<file path="src/rtl/seg7_pkg.sv">
// Shared constants and helpers for the multiplexed 7-segment scan driver.
package seg7_pkg;

    // Active-high hex segment patterns, bit0=a .. bit6=g, indexed by nibble value.
    localparam logic [15:0][6:0] HEX_SEG = {
        7'h71, 7'h79, 7'h5E, 7'h39, 7'h7C, 7'h77, 7'h6F, 7'h7F,
        7'h07, 7'h7D, 7'h6D, 7'h66, 7'h4F, 7'h5B, 7'h06, 7'h3F
    };

    typedef enum logic {
        ST_IDLE,
        ST_SCAN
    } scan_state_e;

    function automatic int unsigned pwm_step(input int unsigned slot_cycles,
                                             input int unsigned brightness_bits);
        return slot_cycles >> brightness_bits;
    endfunction

    function automatic int unsigned ctr_width(input int unsigned count);
        return (count > 1) ? $clog2(count) : 1;
    endfunction

endpackage

</file>
<file path="src/rtl/seg7_hex_decode.sv">
// Combinational hex nibble to active-high gfedcba segment pattern.
module seg7_hex_decode
    import seg7_pkg::*;
(
    input  logic [3:0] nibble,
    output logic [6:0] seg_c
);

    assign seg_c = HEX_SEG[nibble];

endmodule

</file>
<file path="src/rtl/seg7_scan_driver.sv">
// Multiplexed 7-segment scanner with PWM brightness, guard time, blanking and
// frame-synchronous double-buffered display updates.
module seg7_scan_driver
    import seg7_pkg::*;
#(
    parameter int unsigned NUM_OF_ANODES    = 4,
    parameter int unsigned SLOT_CYCLES      = 3136,
    parameter int unsigned BRIGHTNESS_BITS  = 4,
    parameter int unsigned GUARD_CYCLES     = 16,
    parameter bit          ANODE_ACTIVE_LOW = 1'b1,
    parameter bit          SEG_ACTIVE_LOW   = 1'b1
) (
    input  logic                         clk,
    input  logic                         reset,
    input  logic                         enable_i,
    input  logic [4*NUM_OF_ANODES-1:0]   value_i,
    input  logic [NUM_OF_ANODES-1:0]     dp_i,
    input  logic [NUM_OF_ANODES-1:0]     blank_i,
    input  logic [BRIGHTNESS_BITS-1:0]   brightness_i,
    input  logic                         load_i,
    output logic [NUM_OF_ANODES-1:0]     an_o,
    output logic [6:0]                   seg_o,
    output logic                         dp_o,
    output logic                         frame_o
);

    localparam int unsigned PWM_STEP = pwm_step(SLOT_CYCLES, BRIGHTNESS_BITS);
    localparam int unsigned SLOT_W   = ctr_width(SLOT_CYCLES);
    localparam int unsigned DIGIT_W  = ctr_width(NUM_OF_ANODES);

    localparam logic [NUM_OF_ANODES-1:0] AN_OFF  = {NUM_OF_ANODES{ANODE_ACTIVE_LOW}};
    localparam logic [6:0]               SEG_OFF = {7{SEG_ACTIVE_LOW}};

    typedef struct packed {
        logic [NUM_OF_ANODES-1:0][3:0]  value;
        logic [NUM_OF_ANODES-1:0]       dp;
        logic [NUM_OF_ANODES-1:0]       blank;
        logic [BRIGHTNESS_BITS-1:0]     brightness;
    } disp_buf_t;

    scan_state_e          state;
    logic [SLOT_W-1:0]    slot_ctr;
    logic [DIGIT_W-1:0]   digit_idx;
    disp_buf_t            act_buf;
    disp_buf_t            pend_buf;
    logic                 pend_valid;

    logic [3:0]               nibble_c;
    logic [6:0]               seg_hi_c;
    logic                     scanning_c;
    logic                     slot_wrap_c;
    logic                     frame_wrap_c;
    logic                     lit_c;
    logic                     copy_c;
    logic [NUM_OF_ANODES-1:0] an_on_c;

    assign nibble_c = act_buf.value[digit_idx];

    seg7_hex_decode u_hex_decode (
        .nibble (nibble_c),
        .seg_c  (seg_hi_c)
    );

    // Scan position, lit window and buffer-swap decisions for the current cycle.
    always_comb begin
        scanning_c   = (state == ST_SCAN) && enable_i;
        slot_wrap_c  = scanning_c && (32'(slot_ctr) == SLOT_CYCLES - 1);
        frame_wrap_c = slot_wrap_c && (32'(digit_idx) == NUM_OF_ANODES - 1);
        lit_c        = scanning_c
                       && (32'(slot_ctr) >= GUARD_CYCLES)
                       && (32'(slot_ctr) < (32'(act_buf.brightness) + 32'd1) * PWM_STEP)
                       && !act_buf.blank[digit_idx];
        copy_c       = pend_valid && ((state == ST_IDLE) || frame_wrap_c);
        an_on_c      = (NUM_OF_ANODES'(1) << digit_idx) ^ AN_OFF;
    end

    always_ff @(posedge clk) begin
        if (reset) begin
            state      <= ST_IDLE;
            slot_ctr   <= '0;
            digit_idx  <= '0;
            act_buf    <= '0;
            pend_buf   <= '0;
            pend_valid <= 1'b0;
            an_o       <= AN_OFF;
            seg_o      <= SEG_OFF;
            dp_o       <= SEG_ACTIVE_LOW;
            frame_o    <= 1'b0;
        end else begin
            an_o    <= lit_c ? an_on_c : AN_OFF;
            seg_o   <= lit_c ? (seg_hi_c ^ SEG_OFF) : SEG_OFF;
            dp_o    <= lit_c ? (act_buf.dp[digit_idx] ^ SEG_ACTIVE_LOW) : SEG_ACTIVE_LOW;
            frame_o <= frame_wrap_c;

            case (state)
                ST_IDLE: begin
                    slot_ctr  <= '0;
                    digit_idx <= '0;
                    if (enable_i) begin
                        state <= ST_SCAN;
                    end
                end
                ST_SCAN: begin
                    if (!enable_i) begin
                        state     <= ST_IDLE;
                        slot_ctr  <= '0;
                        digit_idx <= '0;
                    end else if (slot_wrap_c) begin
                        slot_ctr  <= '0;
                        digit_idx <= frame_wrap_c ? '0 : digit_idx + 1'b1;
                    end else begin
                        slot_ctr <= slot_ctr + 1'b1;
                    end
                end
                default: state <= ST_IDLE;
            endcase

            // Swap uses the old pending contents; a same-cycle load waits for the next boundary.
            if (copy_c) begin
                act_buf <= pend_buf;
            end
            if (load_i) begin
                pend_buf.value      <= value_i;
                pend_buf.dp         <= dp_i;
                pend_buf.blank      <= blank_i;
                pend_buf.brightness <= brightness_i;
                pend_valid          <= 1'b1;
            end else if (copy_c) begin
                pend_valid <= 1'b0;
            end
        end
    end

endmodule

</file>
<file path="config.mk">
export PLATFORM = sky130hd
export DESIGN_NAME = seg7_scan_driver
export DESIGN_NICKNAME = d
export VERILOG_FILES = /design/src/rtl/seg7_pkg.sv /design/src/rtl/seg7_hex_decode.sv /design/src/rtl/seg7_scan_driver.sv
export SDC_FILE = /design/constraint.sdc
export NUM_CORES = 1
export LEC_CHECK = 0
export CORE_MARGIN = 5
export CORE_UTILIZATION = 43
export DETAILED_ROUTE_END_ITERATION = 8
export PLACE_DENSITY_LB_ADDON = 0.25
export SYNTH_ARGS = -nofsm -noshare
export SYNTH_HDL_FRONTEND = slang
export SYNTH_SLANG_ARGS = --single-unit
export TNS_END_PERCENT = 50
</file>
<file path="constraint.sdc">
create_clock -name clk -period 3.6 [get_ports clk]
set_input_delay 0.72 -clock clk [delete_from_list [all_inputs] [get_ports clk]]
set_output_delay 0.72 -clock clk [all_outputs]
set_load 0.03 [all_outputs]
</file>
Yosys cells after proc, flatten, opt, wreduce, memory -nomap -nowiden
Memory sizes are Yosys's and may differ from the RTL's.
Cells that the tools add are included.
- output and inout port bits: 13
- word-level logic and storage cells: 68
- memories kept: 1
- memory bits (read-only): 112
- register bits after elaboration: 85
- input port bits: 32
- memory list (name ; words ; width ; read ports ; clocked after Yosys merged registers in ; write ports ; line ; RTL):
    (name not given) ; 16 ; 7 ; 1 ; 0 ; 0 ; seg7_hex_decode.sv:9 ; assign seg_c = HEX_SEG[nibble];
- reduce and logical (&&, ||, !) cells: 11
- add/sub/neg operators: 3
- bitwise operators: 5
- multipliers: 1
- shift operators: 1
- magnitude comparators: 4
- muxes and demuxes: 17
- equal/unequal tests: 3
- operator list (kind ; number):
    two-way mux 12 bit ; 2
    case mux 12 bit (2 select lines) ; 1
    < comparator 12 x 13 -> 1 bit ; 1
    adder 12 x 1 -> 12 bit (second input constant) ; 1
    == test 12 bit (second input constant) ; 1
    >= comparator 12 x 5 -> 1 bit (second input constant) ; 1
    multiplier 5 x 6 -> 11 bit (second input constant) ; 1
    binary-select mux 4 bit (select 2 bit) ; 1
    logical AND 1 bit ; 7
    two-way mux 7 bit ; 1
    NOT 7 bit ; 1
    two-way mux 2 bit ; 3
    adder 4 x 1 -> 5 bit (second input constant) ; 1
    < comparator 4 x 5 -> 1 bit (second input constant) ; 1
    two-way mux 1 bit ; 5
    binary-select mux 1 bit (select 2 bit) ; 2
    two-way mux 4 bit ; 1
    NOT 4 bit ; 1
    case mux 2 bit (2 select lines) ; 1
    left shift 1 x 2 -> 4 bit (first input constant) ; 1
    < comparator 2 x 3 -> 1 bit (second input constant) ; 1
    != test 3 x 2 -> 1 bit (second input constant) ; 1
    NOT 1 bit ; 3
    adder 2 x 1 -> 2 bit (second input constant) ; 1
    other kinds (5) ; 5

Longest topological paths before layout
- depth in word-level cells: 7
- depth in mapped cells: 17
- gate-level depth less buffers: 15

Hierarchy
A second synthesis with hierarchy kept.
- cell total of the unflattened synthesis: 422
- area, all modules: 4231.6 um^2
- modules (own cells, without submodules) (module ; times used ; area an instance (um^2) ; cells an instance ; sequential area each (um^2)):
    seg7_scan_driver ; 1 ; 3943.8 ; 389 ; 1701.6
    seg7_hex_decode ; 1 ; 287.8 ; 33 ; 0.0

Worst setup path after synthesis
OpenSTA, ideal clock, no wires.
- path kind: register -> register
- start point: register act_buf[0] in the netlist's numbering
- end point: register seg_o[1]
- clock period less this slack: 3.531 ns
- arrival: 3.401 ns
- required time: 3.471 ns
- library setup time: 0.129 ns
- buffers on the path: 2
- stages on the path, launching flop included: 18
- setup slack: 0.069 ns
- cell sequence: dfxtp_1 clkbuf_1 nand3_1 xor2_1 inv_1 ha_1 ha_1 ha_1 a41oi_1 o21ai_0 xnor2_1 ha_1 nand3_1 a211o_1 o211ai_1 a31oi_1 buf_2 o211ai_1
- word-level cells in the longest chain between the ends: 7
- ends and longest elaborated chain (element ; line ; RTL):
    start, declared ; seg7_scan_driver.sv:44 ; disp_buf_t act_buf;
    start signal, assigned ; seg7_scan_driver.sv:120 ; act_buf <= pend_buf;
    adder 4 x 1 -> 5 bit ; seg7_scan_driver.sv:71 ; && (32'(slot_ctr) < (32'(act_buf.brightness) + 32'd1) * PWM_STEP)
    multiplier 5 x 6 -> 11 bit ; seg7_scan_driver.sv:71 ;
    < comparator 12 x 13 -> 1 bit ; seg7_scan_driver.sv:71 ;
    logical AND 1 bit ; seg7_scan_driver.sv:71 ;
    logical AND 1 bit ; seg7_scan_driver.sv:72 ; && !act_buf.blank[digit_idx];
    NOT 1 bit (no source line) ; n/a ;
    OR reduction 2 bit (no source line) ; n/a ;
    end signal, assigned ; seg7_scan_driver.sv:91 ; seg_o <= lit_c ? (seg_hi_c ^ SEG_OFF) : SEG_OFF;
    end, declared ; seg7_scan_driver.sv:22 ; output logic [6:0] seg_o,
Every way passes these cells.
A chain may end at the register's enable or synchronous reset.

Worst setup path in the final report
- start point: register act_buf[0] in the netlist's numbering
- end point: register an_o[3]
- word-level cells in the longest chain between the ends: 7
- ends and longest elaborated chain (element ; line ; RTL):
    adder 4 x 1 -> 5 bit ; seg7_scan_driver.sv:71 ;
    multiplier 5 x 6 -> 11 bit ; seg7_scan_driver.sv:71 ;
    < comparator 12 x 13 -> 1 bit ; seg7_scan_driver.sv:71 ;
    logical AND 1 bit ; seg7_scan_driver.sv:71 ;
    logical AND 1 bit ; seg7_scan_driver.sv:72 ;
    NOT 1 bit (no source line) ; n/a ;
    OR reduction 2 bit (no source line) ; n/a ;
    end signal, assigned ; seg7_scan_driver.sv:90 ; an_o <= lit_c ? an_on_c : AN_OFF;
    end, declared ; seg7_scan_driver.sv:21 ; output logic [NUM_OF_ANODES-1:0] an_o,
Every way passes these cells.

==> reports/results.ini <==
[power]
switching_share_pct=24.6
p_sw_uw=451
leakage_nw=2.13
powerDensity_mw_per_mm2=380
p_int_mw=1.38
p_comb_share_pct=7.9
clock_power_share_pct=38.3
p_seq_share_pct=53.8
irDropWorstVdd_mv=0.192

[clock_tree]
clock-sinks=85
cts_root_buf=clkbuf_8
cts_buffer_depth=2
clk_pin_slew_ns=0.09
htreeDepth=3
cts_hold_buffers=0
insertion_delay_ns=0.35
cts_tree=yes
cts_buffers=9

[die]
die-area_mm2=0.0112
io_pins=45
placementRows=35
initial_core_util_pct=43.5
die_w_um=106
fp.coreArea_mm2=0.00911
die_h_um=106

[finish]
diodes=0
area_growth_pct=21.6
final_nets=512
utilization_pct=52.9
final_layout_size_suffix_gt1_share_pct=11.4
final_cell_area_mm2=0.00482

[setup_path]
r2r_end=an_o[3]
crit_arrival_ns=3.72
start_kind=flip-flop
reg2reg_slack_ns=0.17
reg2reg_depth=15
cp-end-kind=flip-flop
worstPathMaxFanout=6
cp.required_ns=3.90
r2r_start=act_buf[0]
criticalPathCategory=flip-flop to flip-flop

[yosys]
synthTopCellsByArea=dfxtp_1 (43%), mux2i_1 (15%), ha_1 (9.5%), nor2_1 (7.5%), mux4_2 (4.0%)
synth.most_common_cell=dfxtp_1
muxShareOfSynthArea_pct=18.9
ys_ff_latch=85
synth_top_family_by_area=multiplexers
synth_top_area_share_pct=43.0
synthFlopType=dfxtp_1
netlist_area_mm2=0.00396
synth_cell_types=40
yosysTopAreaCell=dfxtp_1
syn_inst=399
syn_area_per_cell_um2=9.92
synth-edff-count=0
synth-xor-area-share_pct=5.31
synth_commonest_cells=dfxtp_1 (85), nor2_1 (79), mux2i_1 (59)
synth_compound_area_share_pct=5.21
synth_nets=461
yosys.area_share.simple_pct=14.2
ys_warn_count=0
synthAdderAreaFrac_pct=9.48
synth-seq-area-share_pct=43.0
async_reset_ff_share_pct=0

[place]
globalplace.congestion=0.783
place_area_mm2=0.00453
hpwl_um=5400
pre_cts_ws_ns=-0.300
portBuffers=44

[global_routing]
grt_pass1_vias=2834
overflow=0
grt_use_total_pct=14.2
grt_max_degree=58
grt_antenna_before_repair=0
grt_pass1_wl_um=13100

[sta]
tightest_slew_ns=0.873
setup_viol=0
rsz0062_at_grt=false
finClkSkew_ns=0.00954
fin_ws_ns=0.173
finalHoldViolations=0
setup_tns_ns=0
whs_ns=0.493
relSlewSlack_pct=41.8
slew_viol_final=0
fmax_mhz=292
period_share_pct=95.2
fin_crit_ns=3.43

[drt]
met1_length_um=3750
wl_per_cell_um=13.4
drt-vias-per-instance=5.07
top_layer=met4
wirelength_um=7590
drt_pass1_iterations=4
dr_wl_met2_um=3320
drt_iter0_drc=92
drt.antenna.violating_nets=0
vias=2867
met3WireLength_um=356
drc=0

[min_path]
min_path_type=flip-flop to flip-flop
hp-start=slot_ctr[0]
min_to=slot_ctr[0]
whs_path_depth=1

[run]
max-cap-violations=0

[status]
outcome=complete, no violations

-- sequential cells by signal, summed over array words and instances (netlist names) --
register and count:
digit_idx 2, pend_buf 28, frame_o 1, dp_o 1, an_o 4, slot_ctr 12, seg_o 7, state 1
act_buf 28, pend_valid 1
-- per-stage QoR --
step / power [mW] / instances
3_3_place_gp: 1.15 / 548
2_1_floorplan: 1.10 / 399
5_1_grt: 1.91 / 566
3_5_place_dp: 1.15 / 548
6_report: 1.83 / 566
4_1_cts: 1.85 / 564
-- cells in the final DEF, fill, tap and decap left out, drive strengths merged, types with 2 or more instances in the layout --
cell type,n
a21oi,9
a31oi,2
and3,4
buf,15
clkbuf,9
clkdlybuf4s50,42
clkinv,5
dfxtp,85
ha,30
inv,20
mux2i,59
mux4,7
nand2,19
nand2b,2
nand3,10
nand4,5
nor2,79
nor3,2
o211ai,4
o21ai,4
or2,2
or4,2
xnor2,9
xor2,15
-- layout make-up --
cell class | instances | area [um^2]
well taps | 111 | 139
clock inverters | 7 | 86.3
clock buffers | 9 | 124
repair buffers | 57 | 528
flip-flops and latches | 85 | 1700
multi-input cells | 278 | 2160
inverters | 19 | 71.3
fillers | 838 | 4290
-- what timing repair did --
action	4_1_cts	5_1_grt
gates resized for setup	2	8
endpoints found under the setup margin	12	12
gates cloned	0	1
pin swaps	0	1
buffers inserted	0	1
-- how the worst max path moves through the flow --
stage | startpoint | end | slack, ns | cells past startpoint
after floorplan | act_buf[0] | seg_o[1] | 0.07 | 17
after global placement | act_buf[0] | seg_o[4] | -0.16 | 14
after detailed placement | act_buf[0] | seg_o[4] | -0.30 | 14
after CTS | act_buf[0] | seg_o[4] | 0.12 | 14
after global routing | act_buf[0] | an_o[3] | 0.05 | 15
final | act_buf[0] | an_o[3] | 0.17 | 15
-- critical path, cell delays in order, from the launching register on --
cell and delay, ns:
dfxtp_2 0.34, ha_1 0.21, and3_1 0.20, ha_1 0.30, ha_1 0.34, ha_4 0.26, a41oi_1 0.15, o21ai_1 0.12
xnor2_1 0.15, ha_1 0.30, nand3_1 0.11, a211o_1 0.29, o211ai_1 0.18, buf_4 0.20, a31oi_4 0.12, nand2_1 0.10
-- cell families (layout without fill, tap and decap cells) --
| family | count (synthesis) | count (layout) |
|---|---|---|
| buffers and inverters | 37 | 92 |
| adder cells (fa/ha/maj) | 30 | 30 |
| XOR/XNOR | 24 | 24 |
| flip-flops | 85 | 85 |
| multiplexers | 66 | 66 |
| AND/OR/NAND/NOR | 129 | 129 |
| AO/OA/AOI/OAI | 28 | 29 |
-- power by group through the flow --
stage / clock (mW) / sequential, mW / combinational, mW
2_1_floorplan: 0 / 1.00 / 0.0946
3_3_place_gp: 0 / 1.01 / 0.142
3_5_place_dp: 0 / 1.01 / 0.145
4_1_cts: 0.718 / 0.984 / 0.145
5_1_grt: 0.759 / 0.988 / 0.161
6_report: 0.700 / 0.984 / 0.144
-- routing by layer --
metal	vias up	global-route usage [%]
li1	1459	-
met2	66	22.1
met1	1328	19.2
met5	-	0
met3	14	3.04
met4	0	5.55
Note: power is estimated with default switching activity, not from simulation.
